## src/rtl/stopwatch_core.sv

```systemverilog
// ---------------------------------------------------------------------------
// stopwatch_core
//
// Counting core of the stopwatch. Holds a minutes:seconds value that counts
// up or down on a one-cycle 1 Hz enable, can be preset field by field on a
// 2 Hz enable while in adjust mode, and can freeze the displayed value as a
// lap time while the live count continues underneath. Everything runs on the
// single system clock; the tick inputs are enables, not clocks.
//
// Parameters
//   MIN_MAX   largest minutes value (1..99)
//   SEC_MAX   largest seconds value (1..63)
//   MIN_W     width of the minutes field, must be able to hold MIN_MAX
//   WRAP      behaviour when counting up past MIN_MAX:SEC_MAX
//             1 = roll over to 00:00 and keep running
//             0 = hold, drop into pause and pulse expired
//
// Ports
//   clk         system clock, rising edge
//   rst         asynchronous active-high reset
//   tick_1hz    one-cycle counting enable
//   tick_2hz    one-cycle adjust enable
//   pause_p     one-cycle pulse, toggles run/pause
//   lap_p       one-cycle pulse, toggles lap hold
//   sel         adjust target: 0 = minutes, 1 = seconds
//   adj         adjust mode level
//   dir         count direction: 0 = up, 1 = down
//   disp_min    minutes shown (live or lap value)
//   disp_sec    seconds shown (live or lap value)
//   running     1 while the counter advances on tick_1hz
//   lap_active  1 while the display is frozen at the lap value
//   expired     one-cycle pulse when counting stops at a limit
// ---------------------------------------------------------------------------
module stopwatch_core #(
    parameter int MIN_MAX = 59,
    parameter int SEC_MAX = 59,
    parameter int MIN_W   = 7,
    parameter int WRAP    = 1
) (
    input  logic             clk,
    input  logic             rst,
    input  logic             tick_1hz,
    input  logic             tick_2hz,
    input  logic             pause_p,
    input  logic             lap_p,
    input  logic             sel,
    input  logic             adj,
    input  logic             dir,
    output logic [MIN_W-1:0] disp_min,
    output logic [5:0]       disp_sec,
    output logic             running,
    output logic             lap_active,
    output logic             expired
);

    typedef enum logic {
        RUN   = 1'b0,
        PAUSE = 1'b1
    } runState_t;

    localparam logic [MIN_W-1:0] MinMax  = MIN_W'(MIN_MAX);
    localparam logic [MIN_W-1:0] MinOne  = MIN_W'(1);
    localparam logic [MIN_W-1:0] MinZero = '0;
    localparam logic [5:0]       SecMax  = 6'(SEC_MAX);
    localparam logic [5:0]       SecOne  = 6'd1;
    localparam logic [5:0]       SecZero = 6'd0;

    // Live count, lap snapshot and run state
    runState_t        state_q,      state_d;
    logic [MIN_W-1:0] min_q,        min_d;
    logic [5:0]       sec_q,        sec_d;
    logic [MIN_W-1:0] lapMin_q,     lapMin_d;
    logic [5:0]       lapSec_q,     lapSec_d;
    logic             lapActive_q,  lapActive_d;
    logic             expired_q,    expired_d;
    logic             adjPrev_q;

    // Registered copies of the outputs
    logic [MIN_W-1:0] dispMin_q,    dispMin_d;
    logic [5:0]       dispSec_q,    dispSec_d;
    logic             running_q;

    logic             adjRise;
    logic             liveAtMax;
    logic             liveAtZero;
    logic             liveAtOne;

    assign adjRise    = adj & ~adjPrev_q;
    assign liveAtMax  = (min_q == MinMax)  && (sec_q == SecMax);
    assign liveAtZero = (min_q == MinZero) && (sec_q == SecZero);
    // Counting down from 00:01 is the only step whose result is 00:00
    assign liveAtOne  = (min_q == MinZero) && (sec_q == SecOne);

    // Next-state logic for the live count, run state and lap hold.
    // Adjust mode takes precedence over counting; the run-state toggle from
    // pause_p is applied independently so it still works during adjust, and
    // an expiry in the same cycle forces PAUSE over the toggle. The counting
    // decision uses state_q, i.e. the state before any toggle this cycle.
    always_comb begin
        state_d     = state_q;
        min_d       = min_q;
        sec_d       = sec_q;
        lapMin_d    = lapMin_q;
        lapSec_d    = lapSec_q;
        lapActive_d = lapActive_q;
        expired_d   = 1'b0;

        if (pause_p) begin
            state_d = (state_q == RUN) ? PAUSE : RUN;
        end

        if (adj) begin
            // Field-local wrap, no carry between minutes and seconds
            if (tick_2hz) begin
                if (sel) begin
                    sec_d = (sec_q == SecMax) ? SecZero : sec_q + SecOne;
                end else begin
                    min_d = (min_q == MinMax) ? MinZero : min_q + MinOne;
                end
            end
        end else if ((state_q == RUN) && tick_1hz) begin
            if (!dir) begin
                if (liveAtMax) begin
                    if (WRAP != 0) begin
                        min_d = MinZero;
                        sec_d = SecZero;
                    end else begin
                        expired_d = 1'b1;
                    end
                end else if (sec_q == SecMax) begin
                    sec_d = SecZero;
                    min_d = min_q + MinOne;
                end else begin
                    sec_d = sec_q + SecOne;
                end
            end else begin
                if (liveAtZero) begin
                    expired_d = 1'b1;
                end else begin
                    if (sec_q == SecZero) begin
                        sec_d = SecMax;
                        min_d = min_q - MinOne;
                    end else begin
                        sec_d = sec_q - SecOne;
                    end
                    if (liveAtOne) begin
                        expired_d = 1'b1;
                    end
                end
            end
        end

        if (expired_d) begin
            state_d = PAUSE;
        end

        // Entering adjust drops the lap hold so the value being edited shows.
        // The snapshot is taken from the pre-tick live value.
        if (adjRise) begin
            lapActive_d = 1'b0;
        end else if (lap_p) begin
            if (lapActive_q) begin
                lapActive_d = 1'b0;
            end else begin
                lapActive_d = 1'b1;
                lapMin_d    = min_q;
                lapSec_d    = sec_q;
            end
        end
    end

    // Display mux is evaluated on next-state values so the registered
    // display changes on the same edge as the live count.
    always_comb begin
        dispMin_d = lapActive_d ? lapMin_d : min_d;
        dispSec_d = lapActive_d ? lapSec_d : sec_d;
    end

    always_ff @(posedge clk or posedge rst) begin
        if (rst) begin
            state_q     <= RUN;
            running_q   <= 1'b1;
            min_q       <= '0;
            sec_q       <= '0;
            lapMin_q    <= '0;
            lapSec_q    <= '0;
            lapActive_q <= 1'b0;
            expired_q   <= 1'b0;
            adjPrev_q   <= 1'b0;
            dispMin_q   <= '0;
            dispSec_q   <= '0;
        end else begin
            state_q     <= state_d;
            running_q   <= (state_d == RUN);
            min_q       <= min_d;
            sec_q       <= sec_d;
            lapMin_q    <= lapMin_d;
            lapSec_q    <= lapSec_d;
            lapActive_q <= lapActive_d;
            expired_q   <= expired_d;
            adjPrev_q   <= adj;
            dispMin_q   <= dispMin_d;
            dispSec_q   <= dispSec_d;
        end
    end

    assign disp_min   = dispMin_q;
    assign disp_sec   = dispSec_q;
    assign running    = running_q;
    assign lap_active = lapActive_q;
    assign expired    = expired_q;

endmodule

```

## config.mk

```make
export PLATFORM = sky130hd
export DESIGN_NAME = stopwatch_core
export DESIGN_NICKNAME = d
export VERILOG_FILES = /design/src/rtl/stopwatch_core.sv
export SDC_FILE = /design/constraint.sdc
export NUM_CORES = 1
export LEC_CHECK = 0
export ABC_AREA = 1
export ABC_CLOCK_PERIOD_IN_PS = 1790
export BUFFER_PORTS_ARGS = -buffer_cell sky130_fd_sc_hd__buf_4
export CORE_ASPECT_RATIO = 1.4
export CORE_UTILIZATION = 54
export CTS_CLUSTER_DIAMETER = 150
export CTS_CLUSTER_SIZE = 24
export DETAILED_ROUTE_END_ITERATION = 7
export HOLD_SLACK_MARGIN = 0.15
export PLACE_DENSITY = 0.76
export SETUP_SLACK_MARGIN = 0.3
export SLEW_MARGIN = 10
export SYNTH_ARGS = -nofsm -noshare
export SYNTH_HDL_FRONTEND = slang
export SYNTH_SLANG_ARGS = --single-unit
export TNS_END_PERCENT = 5
```

## constraint.sdc

```tcl
create_clock -name clk -period 1.79 [get_ports clk]
set_clock_uncertainty 0.05 [all_clocks]
set_input_delay 0.179 -clock clk [delete_from_list [all_inputs] [get_ports clk]]
set_output_delay 0.179 -clock clk [all_outputs]
set_load 0.01 [all_outputs]
```

==> run summary <==
The number of top-level pins is 25, and the layout overhead on the synthesized area is 29.33%. The logs give 0 for the max-cap violation count and 1.93 ns for the worst endpoint required time. The final setup violation count came out at 0. For this block, the routed nets add up to 8.313 mm of wire.

In this run the mean area of a mapped cell was 7.158 um^2. The post-synth net total was 408; the cell area after synthesis was 2820 um^2. Global routing consumed, over all layers together, 32.49% of the routing resources. Number of antenna violations at the first check in global routing: 0. STA puts the critical path data arrival time at 1.91 ns. In this run the tool buffered the top-level ports with 24 buffer cells. Cell internal power was estimated by the tool at 2.828 mW.

The cell type with the highest occurrence count on the critical path is sky130_fd_sc_hd__nand2_1. Across all hold checks on the routed design, the worst slack comes to 0.2102 ns. Clock insertion delay at the later pin of the skew report: 0.30 ns. Clock-pin slew was measured on the worst setup and hold paths at 0.09 ns. STA classifies the critical path startpoint as a flop. In this run the biggest area consumer among cell types represents 38.15% of the synthesized area. The synthesized design contains 44 register bits. Post-route DRC violation count: 0. After layout, the worst path uses 98.67% of the clock period. The H-tree was split into 2 levels. The tools report the total global routing overflow as 0.

The tools report the routability-driven placement congestion ratio as 1.090. The number of vias per cell is 5.496. The worst setup path is of the flop to flop kind. Detailed routing placed a total of 4.339 mm of wire on met2. Highest metal layer with signal wires: met4. The first routing iteration left 175 violations. The clock net in this run drives a total of 44 sinks.

Setup repair after global routing could not meet its margin everywhere. In this run, the clock network consumes 13.2% of the power. Capturing element type of the critical path: a flop. After synthesis, the most frequently instantiated cells are sky130_fd_sc_hd__nand2_1 (124), sky130_fd_sc_hd__dfrtp_1 (43), sky130_fd_sc_hd__o21ai_0 (37).

The net switching power figure was 2.182 mW; the logic gate share of total power was 54.3%. On the worst path, the slowest cell contributes a delay of 0.47 ns. The worst IR drop on VDD is 0.7321 mV, and the largest buffer count on any clock path is 2.

Summing all non-filler instances in the final layout gives an area of 3647 um^2. Sequential cells account for 32.5% of the total power. Yosys mapped a number of flops with a built-in enable equal to 0. The worst pin sits at a relative slew slack of 76.87%. The fraction of power spent switching nets was 43.56%; the full die area was 5520 um^2.

Number of buffers created by CTS: 5. Traced cell by cell, the critical path runs through inv_4 -> ha_4 -> nand3_4 -> inv_4 -> nand2_4 -> inv_4 -> nand3_1 -> o21ai_1 -> nand2_1 -> nand2_1 -> nand2_2 -> nand2_1 -> nand2_1. Static timing analysis puts the maximum clock frequency at 566.2 MHz. Number of global-route vias before repair: 2,961. The logs give 2,891 for the total number of vias and 0 for the number of antenna diodes.

The worst hold path class is primary input to flop. The sequential share of the synthesized area is 39.09%. Summed over all cells, the static leakage comes to 1.830 nW.

In the post-synthesis netlist, the biggest area contributors are sky130_fd_sc_hd__dfrtp_1 (38%), sky130_fd_sc_hd__nand2_1 (17%), sky130_fd_sc_hd__o21ai_0 (6.6%). The die is 63.08 um wide. The run gives 0 as the number of nets still failing antenna checks after routing.

The detailed router put a total of 2.942 mm of wire on met1. The root cell of the clock tree is sky130_fd_sc_hd__clkbuf_8. In this run the power density over the cells is 1374 nW/um^2. Among all flip-flop cells after synthesis, the most frequent one is sky130_fd_sc_hd__dfrtp_1.

Pin count of the biggest net entering global routing: 21. The net count of the finished layout is 475. In the post-synthesis netlist, the cell with the most instances is sky130_fd_sc_hd__nand2_1. Synthesis instantiated 34 different standard cells from the library.

Along the worst path, the maximum fanout reaches 4. TritonCTS built the clock tree. The slowest stage of the critical path belongs to the cell sky130_fd_sc_hd__dfrtp_2. In the final routed layout, each cell accounts on average for 15.80 um. In this run the cell area measured after placement is 3317 um^2. The chip height was 87.51 um. Global-route wire length before repair: 13.56 mm. The core box area is 4917 um^2, and the total number of yosys warnings is 0. Final critical-path required period: 1.766 ns. The logs give 410 for the fill cell instance count of the final layout and 394 for the cell count after synthesis. The flow ran to the end, and the final reports show no timing, DRC or antenna violations. Before antenna repair, the detailed router went through 4 iterations. The initial utilization of the core area, before any placement, comes to 57.35%.

The post-route netlist has 36.15% of its cells at a drive strength greater than 1. The count of endpoints failing hold in the final timing report was 0; the async set-or-reset flop fraction in the synthesized netlist was 100.0%. After detailed routing, the met3 layer carries 370 um of wire. Detailed placement ended at an HPWL of 6.246 mm.

For the pin with the worst max-slew slack, the measured transition is 0.3456 ns. The run gives 30 as the cell row count. Summed over all instances, the cell type with the most area after synthesis is sky130_fd_sc_hd__dfrtp_1.

The number of max-slew violations in the final report is 0.
==> what timing repair did <==
| item | in CTS | in global routing |
|---|---|---|
| gates resized for setup | 11 | 33 |
| endpoints found under the setup margin | 27 | 30 |
| pin swaps | 10 | 7 |
| buffers inserted | 10 | 0 |
| endpoints found under the hold margin | 45 | 0 |
| hold buffers | 2 | 0 |
==> placed cells by master, fill, tap and decap left out, types with 2 or more instances in the layout <==
cell type                       Yosys  final
sky130_fd_sc_hd__a21oi_1           21     20
sky130_fd_sc_hd__a31oi_1            3      3
sky130_fd_sc_hd__buf_4              2     71
sky130_fd_sc_hd__clkbuf_8           0      6
sky130_fd_sc_hd__clkinvlp_4         0      2
sky130_fd_sc_hd__dfrtp_1           43     38
sky130_fd_sc_hd__dfrtp_2            0      5
sky130_fd_sc_hd__dlygate4sd3_1      0      2
sky130_fd_sc_hd__ha_4               0      3
sky130_fd_sc_hd__inv_1             26     19
sky130_fd_sc_hd__inv_2             11     13
sky130_fd_sc_hd__inv_4              1      5
sky130_fd_sc_hd__nand2_1          124    110
sky130_fd_sc_hd__nand2_2           12     24
sky130_fd_sc_hd__nand2_4            2      4
sky130_fd_sc_hd__nand3_1           24     17
sky130_fd_sc_hd__nand3_2            2      8
sky130_fd_sc_hd__nand4_1            4      4
sky130_fd_sc_hd__nor2_1            32     29
sky130_fd_sc_hd__nor2_2             2      4
sky130_fd_sc_hd__nor2_4             7      8
sky130_fd_sc_hd__nor3_1             5      4
sky130_fd_sc_hd__o21ai_0           37     32
sky130_fd_sc_hd__o21ai_1            5      7
sky130_fd_sc_hd__o21ai_2            1      4
sky130_fd_sc_hd__or2_2              2      2
sky130_fd_sc_hd__xor2_1             4      3
==> layout make-up <==
type	count	area, um^2	share of cell area [%]
Clock buffer	6	82.58	2.264
Clock inverter	2	15.01	0.4117
Inverter	38	155.1	4.254
Tap cell	64	80.08	2.196
Multi-Input combinational cell	298	1642	45.01
Timing Repair Buffer	74	564.3	15.47
Sequential cell	44	1109	30.39
==> sequential cells by signal, indices dropped and copies added, names as in the netlist <==
signal and flops:
disp_sec 6, running 1, lapMin_q 7, expired 1
adjPrev_q 1, disp_min 7, min_q 7, lap_active 1
sec_q 6, state_q 1, lapSec_q 6
==> worst max-delay path: cells and delay by family (launching register included) <==
family / cells / cell delay, ns
and+or+nand+nor: 8 / 0.59
adders and majority gates: 1 / 0.15
DFF: 1 / 0.47
buffers and inverters: 3 / 0.23
AOI/OAI and AO/OA: 1 / 0.15
==> metrics by stage <==
step                      setup slack, ns  power, mW  instances  utilization, %  setup TNS, ns
after floorplan                    0.2224      3.112        394               -              0
after detailed placement         -0.02996      4.072        506           67.46       -0.05137
final                             0.02380      5.010        526           74.17              0
after global placement           0.006019      4.037        506           67.46              0
after CTS                         0.07076      4.889        526           72.09              0
after global routing             -0.04016      5.327        526           74.17        -0.1075
==> per-layer routing <==
| metal | track usage [%] | up-vias |
|---|---|---|
| li1 | - | 1391 |
| met1 | 34.02 | 1343 |
| met2 | 59.24 | 106 |
| met3 | 3.796 | 51 |
| met4 | 24.74 | 0 |
| met5 | 0 | - |
==> power by group through the flow <==
stage                     logic, mW  registers, mW  clock network [mW]
final                          2.72           1.63               0.662
after floorplan                1.50           1.61                   0
after CTS                      2.59           1.62               0.680
after global routing           2.96           1.66               0.707
after detailed placement       2.44           1.63                   0
after global placement         2.41           1.63                   0
==> kinds of logic after synthesis <==
family | count (synthesis) | share of synthesized area (%)
flops | 44 | 39.09
simple gates | 218 | 35.27
fa+ha+maj | 5 | 2.218
buf+inv | 52 | 8.872
compound gates | 70 | 13.00
xor+xnor | 5 | 1.553
==> final timing paths <==
path / from / end / slack (ns) / depth (start not counted)
min in group asynchronous: rst / lapSec_q[2]$_DFF_PP0_ / 0.26 / 3
hold reg to reg: lapSec_q[1]$_DFF_PP0_ / lapSec_q[1]$_DFF_PP0_ / 0.46 / 2
setup / recovery: min_q[0]$_DFF_PP0_ / disp_sec[0]$_DFF_PP0_ / 0.02 / 13
setup reg to reg: min_q[0]$_DFF_PP0_ / disp_sec[0]$_DFF_PP0_ / 0.02 / 13
max in group asynchronous: rst / running$_DFF_PP1_ / 0.88 / 4
hold / removal: adj / adjPrev_q$_DFF_PP0_ / 0.21 / 2
(Power assumes the default switching activity.)
